==> src/rtl/dcache_tag_ctrl_pkg.sv <==
// rtl/dcache_tag_ctrl_pkg.sv - shared geometry, tag layout and state encoding for the dcache tag controller
package dcache_tag_ctrl_pkg;

  localparam int NL        = 256;
  localparam int LSS       = 8;
  localparam int LSH       = LSS + 4;
  localparam int PSL       = LSH + 1;
  localparam int PW        = 32 - PSL;
  localparam int TS        = 2 + PW;
  localparam int D_BIT     = TS - 1;
  localparam int V_BIT     = TS - 2;
  localparam int BURST_LEN = 8;
  localparam int WCW       = $clog2(BURST_LEN);

  typedef enum logic [3:0] {
    INIT, IDLE, LOOKUP, WB, FILL, UPDATE, FL_RD, FL_CHK, FL_WB
  } state_e;

  function automatic logic [LSS-1:0] line_of(input logic [31:0] addr);
    return addr[LSH:5];
  endfunction

  function automatic logic [PW-1:0] page_of(input logic [31:0] addr);
    return addr[31:PSL];
  endfunction

endpackage

==> src/rtl/dcache_burst_cnt.sv <==
// rtl/dcache_burst_cnt.sv - burst word counter and mem_req hold shared by writeback, linefill and flush bursts
module dcache_burst_cnt
  import dcache_tag_ctrl_pkg::*;
(
  input  logic           clk_i,
  input  logic           reset_i,
  input  logic           start_i,
  input  logic           mem_ack_i,
  output logic           mem_req_o,
  output logic [WCW-1:0] word_cnt_o,
  output logic           last_o
);

  logic           mem_req_q;
  logic [WCW-1:0] cnt_q;

  assign mem_req_o  = mem_req_q;
  assign word_cnt_o = cnt_q;
  assign last_o     = mem_req_q && mem_ack_i && (cnt_q == WCW'(BURST_LEN - 1));

  always_ff @(posedge clk_i) begin
    if (reset_i) begin
      mem_req_q <= 1'b0;
      cnt_q     <= '0;
    end else if (start_i) begin
      mem_req_q <= 1'b1;
      cnt_q     <= '0;
    end else if (mem_req_q && mem_ack_i) begin
      cnt_q <= cnt_q + WCW'(1);
      if (last_o) mem_req_q <= 1'b0;
    end
  end

endmodule

==> src/rtl/dcache_tag_ctrl.sv <==
// rtl/dcache_tag_ctrl.sv - dtag sequencing: hit/miss, writeback, linefill, flush sweep and reset invalidate
module dcache_tag_ctrl
  import dcache_tag_ctrl_pkg::*;
(
  input  logic           nGCLK,
  input  logic           reset,
  input  logic           cpu_req,
  input  logic           cpu_wr,
  input  logic [31:0]    cpu_addr,
  output logic           cpu_ready,
  input  logic           flush_req,
  output logic           flush_busy,
  output logic [LSS-1:0] tag_read_sel,
  input  logic [TS-1:0]  tag_read_port,
  output logic [LSS-1:0] tag_write_sel,
  output logic [TS-1:0]  tag_write_port,
  output logic           tag_wr_ena,
  output logic           mem_req,
  output logic           mem_wr,
  output logic [31:0]    mem_addr,
  input  logic           mem_ack,
  output logic [2:0]     word_cnt,
  output logic           fill_we
);

  state_e         state_q;
  logic [LSS-1:0] index_q;
  logic           cpu_ready_q;
  logic           flush_busy_q;
  logic           mem_wr_q;
  logic [31:0]    mem_addr_q;
  logic           tag_we_q;
  logic [LSS-1:0] tag_wsel_q;
  logic [TS-1:0]  tag_wdata_q;
  logic           start_q;
  logic           burst_last;

  logic [PW-1:0]  rd_page;
  logic           rd_v;
  logic           rd_d;
  logic           hit;
  logic           idx_last;
  logic           unused_addr_bits;

  assign rd_page          = tag_read_port[PW-1:0];
  assign rd_v             = tag_read_port[V_BIT];
  assign rd_d             = tag_read_port[D_BIT];
  assign hit              = rd_v && (rd_page == page_of(cpu_addr));
  assign idx_last         = (index_q == LSS'(NL - 1));
  assign unused_addr_bits = ^cpu_addr[4:0];

  dcache_burst_cnt u_burst (
    .clk_i      (nGCLK),
    .reset_i    (reset),
    .start_i    (start_q),
    .mem_ack_i  (mem_ack),
    .mem_req_o  (mem_req),
    .word_cnt_o (word_cnt),
    .last_o     (burst_last)
  );

  // Read select is combinational so the tag arrives in LOOKUP one cycle after the request.
  always_comb begin
    tag_read_sel = '0;
    case (state_q)
      IDLE, LOOKUP, UPDATE: tag_read_sel = line_of(cpu_addr);
      FL_RD:                tag_read_sel = index_q;
      default:              tag_read_sel = '0;
    endcase
  end

  assign cpu_ready      = cpu_ready_q;
  assign flush_busy     = flush_busy_q;
  assign tag_write_sel  = tag_wsel_q;
  assign tag_write_port = tag_wdata_q;
  assign tag_wr_ena     = tag_we_q;
  assign mem_wr         = mem_wr_q;
  assign mem_addr       = mem_addr_q;
  assign fill_we        = (state_q == FILL) && mem_ack;

  always_ff @(posedge nGCLK) begin
    if (reset) begin
      state_q      <= INIT;
      index_q      <= '0;
      cpu_ready_q  <= 1'b0;
      flush_busy_q <= 1'b0;
      mem_wr_q     <= 1'b0;
      mem_addr_q   <= '0;
      tag_we_q     <= 1'b0;
      tag_wsel_q   <= '0;
      tag_wdata_q  <= '0;
      start_q      <= 1'b0;
    end else begin
      cpu_ready_q <= 1'b0;
      tag_we_q    <= 1'b0;
      start_q     <= 1'b0;
      case (state_q)
        INIT: begin
          tag_we_q    <= 1'b1;
          tag_wsel_q  <= index_q;
          tag_wdata_q <= '0;
          index_q     <= index_q + LSS'(1);
          if (idx_last) state_q <= IDLE;
        end
        IDLE: begin
          if (flush_req) begin
            flush_busy_q <= 1'b1;
            index_q      <= '0;
            state_q      <= FL_RD;
          end else if (cpu_req && !cpu_ready_q) begin
            // cpu_req is still high during the ready pulse; that cycle is the handshake, not a new access
            state_q <= LOOKUP;
          end
        end
        LOOKUP: begin
          if (hit) begin
            cpu_ready_q <= 1'b1;
            state_q     <= IDLE;
            if (cpu_wr && !rd_d) begin
              tag_we_q    <= 1'b1;
              tag_wsel_q  <= line_of(cpu_addr);
              tag_wdata_q <= {1'b1, 1'b1, rd_page};
            end
          end else if (rd_v && rd_d) begin
            state_q    <= WB;
            mem_wr_q   <= 1'b1;
            mem_addr_q <= {rd_page, line_of(cpu_addr), 5'b0};
            start_q    <= 1'b1;
          end else begin
            state_q    <= FILL;
            mem_wr_q   <= 1'b0;
            mem_addr_q <= {cpu_addr[31:5], 5'b0};
            start_q    <= 1'b1;
          end
        end
        WB: begin
          if (burst_last) begin
            state_q    <= FILL;
            mem_wr_q   <= 1'b0;
            mem_addr_q <= {cpu_addr[31:5], 5'b0};
            start_q    <= 1'b1;
          end
        end
        FILL: begin
          if (burst_last) begin
            state_q     <= UPDATE;
            tag_we_q    <= 1'b1;
            tag_wsel_q  <= line_of(cpu_addr);
            tag_wdata_q <= {cpu_wr, 1'b1, page_of(cpu_addr)};
          end
        end
        UPDATE: state_q <= LOOKUP;
        FL_RD:  state_q <= FL_CHK;
        FL_CHK: begin
          tag_we_q    <= 1'b1;
          tag_wsel_q  <= index_q;
          tag_wdata_q <= '0;
          if (rd_v && rd_d) begin
            state_q    <= FL_WB;
            mem_wr_q   <= 1'b1;
            mem_addr_q <= {rd_page, index_q, 5'b0};
            start_q    <= 1'b1;
          end else if (idx_last) begin
            flush_busy_q <= 1'b0;
            state_q      <= IDLE;
          end else begin
            index_q <= index_q + LSS'(1);
            state_q <= FL_RD;
          end
        end
        FL_WB: begin
          if (burst_last) begin
            if (idx_last) begin
              flush_busy_q <= 1'b0;
              state_q      <= IDLE;
            end else begin
              index_q <= index_q + LSS'(1);
              state_q <= FL_RD;
            end
          end
        end
        default: state_q <= INIT;
      endcase
    end
  end

endmodule

==> config.mk <==
export PLATFORM = sky130hd
export DESIGN_NAME = dcache_tag_ctrl
export DESIGN_NICKNAME = d
export VERILOG_FILES = /design/src/rtl/dcache_tag_ctrl_pkg.sv /design/src/rtl/dcache_burst_cnt.sv /design/src/rtl/dcache_tag_ctrl.sv
export SDC_FILE = /design/constraint.sdc
export NUM_CORES = 1
export LEC_CHECK = 0
export ABC_AREA = 0
export BUFFER_PORTS_ARGS = -buffer_cell sky130_fd_sc_hd__clkbuf_2
export CAP_MARGIN = 20
export CELL_PAD_IN_SITES_DETAIL_PLACEMENT = 1
export CELL_PAD_IN_SITES_GLOBAL_PLACEMENT = 1
export CORE_ASPECT_RATIO = 1.1
export CORE_MARGIN = 4
export CORE_UTILIZATION = 31
export DETAILED_ROUTE_END_ITERATION = 8
export PLACE_DENSITY = 0.79
export REMOVE_ABC_BUFFERS = 1
export SLEW_MARGIN = 20
export SYNTH_ARGS = -nofsm -noshare
export SYNTH_HDL_FRONTEND = slang
export SYNTH_HIERARCHICAL = 1
export SYNTH_SLANG_ARGS = --single-unit
==> constraint.sdc <==
create_clock -name nGCLK -period 4.35 [get_ports nGCLK]
set_input_delay 1.305 -clock nGCLK [delete_from_list [all_inputs] [get_ports nGCLK]]
set_output_delay 1.305 -clock nGCLK [all_outputs]
set_load 0.1 [all_outputs]
## Word level (Yosys, flattened, before mapping)

Index checks and enable logic that the tools add are counted.

- Bits in registers: 82
- Latch bits: 0
- Memory bits (writable): 0
- Bits in read-only memories: 0
- Input bits: 59
- Output and inout bits: 78
- Logic and storage cells: 112
- Memories: 0

- Add/sub/neg operators: 2
- Multiply operators: 0
- Div/mod/pow operators: 0
- Magnitude comparators: 0
- Equality and inequality tests: 22
- Shift-type cells: 0
- Multiplexer cells: 49
- Bitwise operators: 1
- Reductions and logical operators: 26

Operators by type and width:

| cell | count |
|---|---|
| $mux 32 | 4 |
| $pmux 32 s3 | 1 |
| $mux 21 | 3 |
| $pmux 21 s3 | 1 |
| $mux 8 | 7 |
| $pmux 4 s9 | 1 |
| $pmux 8 s4 | 1 |
| $mux 4 | 7 |
| $pmux 8 s3 | 1 |
| $ne 2x2->1 const B | 10 |
| $eq 19x19->1 | 1 |
| $eq 4x3->1 const B | 4 |
| $pmux 8 s2 | 1 |
| $reduce_and 4->1 | 4 |
| $mux 1 | 15 |
| $pmux 1 s3 | 4 |
| $mux 3 | 3 |
| $reduce_bool 3->1 | 3 |
| $add 8x1->8 const B | 1 |
| $eq 4x2->1 const B | 2 |
| $eq 8x8->1 const B | 1 |
| $logic_and 1x1->1 | 7 |
| $reduce_or 2->1 | 3 |
| $reduce_and 5->1 | 1 |
| 12 further kinds | 14 |

## Depth between registers and ports, before layout

- Depth in word-level cells: 5
- Depth in mapped cells: 10
- Gate-level depth less buffers: 9

## By module

Netlist, hierarchy kept.

By module, submodules not included:

| module | times used | cells an instance | area an instance (um^2) | seq. area each (um^2) |
|---|---|---|---|---|
| dcache_tag_ctrl | 1 | 476 | 4212.8 | 1461.4 |
| dcache_burst_cnt | 1 | 19 | 202.7 | 80.1 |

## Worst setup path after synthesis

OpenSTA, ideal clock, no wires.

- Path type: input-to-output
- Start: input port cpu_addr[5]
- End: output port tag_read_sel[0]
- Arrival: 2.644 ns
- Data required time: 3.045 ns
- Setup slack: 0.401 ns
- Cell stages on the path: 2
- Path buffers: 0
- Cells stage by stage: a22oi_1 -> nor2_1

- Longest elaborated chain between the ends: 1

Ends and longest elaborated chain:

| item | RTL line | text |
|---|---|---|
| from (decl) | dcache_tag_ctrl.sv:9 | `input logic [31:0] cpu_addr,` |
| $pmux 8 s2 | dcache_tag_ctrl.sv:65 | `case (state_q)` |
| to (decl) | dcache_tag_ctrl.sv:13 | `output logic [LSS-1:0] tag_read_sel,` |

Every way passes these cells.

## Worst setup path after layout

- Start: register state_q[0]
- End: output port tag_read_sel[0]

- Longest elaborated chain between the ends: 3
- Elaborated cells between the ends (all ways): 6
- Those cells by class: eq/ne: 4; mux: 1; reduce/logical: 1

Ends and longest elaborated chain:

| item | RTL line | text |
|---|---|---|
| from (decl) | dcache_tag_ctrl.sv:26 | `state_e state_q;` |
| from (signal assigned) | dcache_tag_ctrl.sv:83 | `state_q <= INIT;` |
| from (signal assigned) | dcache_tag_ctrl.sv:103 | `if (idx_last) state_q <= IDLE;` |
| from (signal assigned) | dcache_tag_ctrl.sv:109 | `state_q <= FL_RD;` |
| $eq 4x1->1, or another cell as far along | dcache_tag_ctrl.sv:65 |  |
| $reduce_or 3->1 | dcache_tag_ctrl.sv:65 |  |
| $pmux 8 s2 (*) | dcache_tag_ctrl.sv:65 |  |

Mark *: on every way between the ends. The rest lies on a longest branch, timed or not.

==> flow_summary.yaml <==
drt:
  wl_per_cell_um: 17.7
  avgViaCountPerCell: 5.34
  route.detailed.drc: 0
  detail_route.wirelength_um: 14000
  drtPass1Iterations: 4
  via_count: 4237
  detail-route-antenna-nets: 0
  first_iter_violations: 242
global_routing:
  grt_antenna_before_repair: 0
  first_global_vias: 4471
  grt_max_degree: 45
  grt_overflow: 0
  groute.usage.overall: 0.172
  global_route_wire_length_before_repair_um: 22600
setup_path:
  crit_buf_inv: 2
  timing.critical_path.mode_cell: "sky130_fd_sc_hd__nor2_1"
  cp_slowest_stage_delay_ps: 480
  critical_path_peak_fanout: 17
  worst-endpoint-required_ps: 3040
  critical_path.top_delay_family: "buffers and inverters"
  critPathSlowestCell: "sky130_fd_sc_hd__clkbuf_2"
  worstSetupStartpointType: "flop"
  crit_chain: "buf_4 > nor2_1 > nand2_1 > o21ai_1 > a22oi_1 > nor2_1 > clkbuf_2"
  worst-setup-path-type: "reg -> out"
  arrival_ps: 2320
  cp-end-kind: "primary output"
cells_and_area:
  final_layout_size_suffix_gt1_frac: 0.327
  final_cells: 793
  multi_input_logic_area_mm2: 0.00262
  area_delta_synth_final_pct: 22.2
  area.sequential_mm2: 0.00154
  fillCellCount: 1689
  layout.nets: 662
  number_of_inserted_diodes: 0
  final_cell_area_mm2: 0.00540
clock_network:
  path_clk_slew_ps: 60
  clock_sinks: 77
  root_buffer: "sky130_fd_sc_hd__clkbuf_16"
  htree_num_levels: 3
  number_of_cts_inserted_buffers: 9
  number_of_buffers_inserted_by_hold_repair_at_cts: 0
  post-cts-setup-buffer-count: 0
  clk_path_buf_depth: 2
  clock_latency_ps: 340
  tritoncts_clock_tree: "built"
  cts_resized: 0
synthesis:
  postSynth.asyncResetShare: 0
  synth_area_mm2: 0.00442
  netlist.top_cell.by_area: "sky130_fd_sc_hd__dfxtp_1"
  ys_warn_count: 6
  cell_with_the_most_instances_after_synthesis: "sky130_fd_sc_hd__dfxtp_1"
  synth_area_per_cell_um2: 8.92
  ys_seq_elements: 77
  synth.area.top_cells: "sky130_fd_sc_hd__dfxtp_1 (35%), sky130_fd_sc_hd__mux2i_1 (8.4%), sky130_fd_sc_hd__a311oi_2 (6.5%), sky130_fd_sc_hd__nor2_1 (6.5%), sky130_fd_sc_hd__a211oi_1 (4.6%)"
  syn-instance-count: 495
  netlist-cell-type-count: 69
  synth_common_cells: "sky130_fd_sc_hd__dfxtp_1 (77), sky130_fd_sc_hd__nor2_1 (76), sky130_fd_sc_hd__mux2i_1 (37), sky130_fd_sc_hd__nand2_1 (31)"
  netlist.area_leader.share: 0.349
  synth-main-ff-cell: "sky130_fd_sc_hd__dfxtp_1"
  synth-edff-count: 0
  seq_area_frac_synth: 0.349
timing:
  slew_headroom: 0.377
  fin_crit_sh: 0.834
  maxSlewViolCount: 0
  postLayoutSetupSlackWorst_ps: 723
  timing.final.setup_violations: 0
  fin_skew_ps: 7.13
  period_minus_slack_ps: 3630
  fin_setup_tns_ps: 0
  fmax_mhz: 276
  rsz0062_at_grt: "false"
  worst_slew_pin_slew_ps: 933
  whs_ps: 497
  hold_viol: 0
hold_path:
  worst_hold_path_type: "reg -> reg"
die:
  placementRows: 45
  floorplan.io_pins: 137
  initial_core_util: 0.317
  die_x_um: 122
  die_height_um: 133
  fp.coreArea_mm2: 0.0139
  die_area_mm2: 0.0162
placement:
  dpl.hpwl_um: 10300
  io_buffers: 126
  place_ws_ps: 899
  gp_congestion: 0.796
  detailed_place.area_mm2: 0.00513
  dpl.cell_count: 777
power:
  total_leakage_power_nw: 2.25
  power_per_cell_area_mw_per_mm2: 291
  max-vdd-ir-drop_mv: 0.164
run_status:
  run_status: "finished, final reports clean"
flow_run:
  max-cap-violations: 0
==> flip-flops by register name, summed over array words and instances (netlist names) <==
name	count
index_q	8
tag_wr_ena	1
tag_write_port	21
state_q	4
u_burst/word_cnt_o	3
start_q	1
flush_busy	1
mem_addr	27
cpu_ready	1
mem_wr	1
u_burst/mem_req_o	1
tag_write_sel	8
==> power breakdown <==
part           leakage [nW]  internal, mW  switching [mW]
Sequential            0.621         0.711         0.00756
Combinational          1.51        0.0532           0.110
Clock                 0.120         0.384           0.304
==> routing by layer <==
| metal | wire [um] | up-vias | global-route usage |
|---|---|---|---|
| met2 | 7200 | 103 | 0.304 |
| met4 | 341 | 0 | 0.0791 |
| met5 | 0 | - | 0 |
| li1 | - | 2011 | - |
| met3 | 568 | 24 | 0.0293 |
| met1 | 5890 | 2099 | 0.201 |
==> layout make-up <==
type | instances | share of cell area
sequential | 77 | 0.286
clock buffer | 10 | 0.0424
tap | 188 | 0.0436
clock inverter | 6 | 0.00742
inverter | 2 | 0.00139
multi-input combinational | 373 | 0.485
timing repair buffer | 137 | 0.134
==> placed cells by master (no fill, tap or decap), types with 9 or more instances in the layout <==
master,netlist,routed
sky130_fd_sc_hd__a311oi_2,19,19
sky130_fd_sc_hd__mux2i_1,37,37
sky130_fd_sc_hd__clkbuf_16,0,9
sky130_fd_sc_hd__nand4_1,10,10
sky130_fd_sc_hd__buf_4,10,10
sky130_fd_sc_hd__nor2_1,76,76
sky130_fd_sc_hd__xnor2_1,19,19
sky130_fd_sc_hd__a211oi_1,27,27
sky130_fd_sc_hd__dfxtp_1,77,77
sky130_fd_sc_hd__a21oi_1,16,16
sky130_fd_sc_hd__nand2_1,31,31
sky130_fd_sc_hd__nand3_1,27,27
sky130_fd_sc_hd__clkbuf_2,0,125
==> cells by family (layout without fill, tap and decap cells) <==
group,after synthesis,after routing,synth area share
compound gates,122,122,0.242
xor+xnor,20,20,0.0397
fa+ha+maj,3,3,0.00850
buf+inv,49,155,0.0666
flops,77,77,0.349
mux,37,37,0.0839
other cells,1,5,0.000849
simple gates,186,186,0.209
==> stage by stage <==
stage | total power [mW] | utilization
6_report | 1.57 | 0.388
5_1_grt | 1.63 | 0.388
3_5_place_dp | 0.897 | 0.369
2_1_floorplan | 0.825 | -
3_3_place_gp | 0.893 | 0.369
4_1_cts | 1.59 | 0.388
==> worst reg2reg max path: cells and delay by family (launching register included) <==
kind            cells  cell delay (ps)
compound gates      4              910
flops               1              620
simple gates        2             1160
buf+inv             1              310
==> worst paths after layout <==
path,startpoint,endpoint,slack [ps],depth (start not counted)
max,state_q[0],tag_read_sel[0],720,7
min,start_q,u_burst/mem_req_o,500,1
max reg2reg,state_q[3],index_q[7],1270,7
min reg2reg,start_q,u_burst/mem_req_o,500,1
No activity file was read; power rests on OpenSTA's default activity.
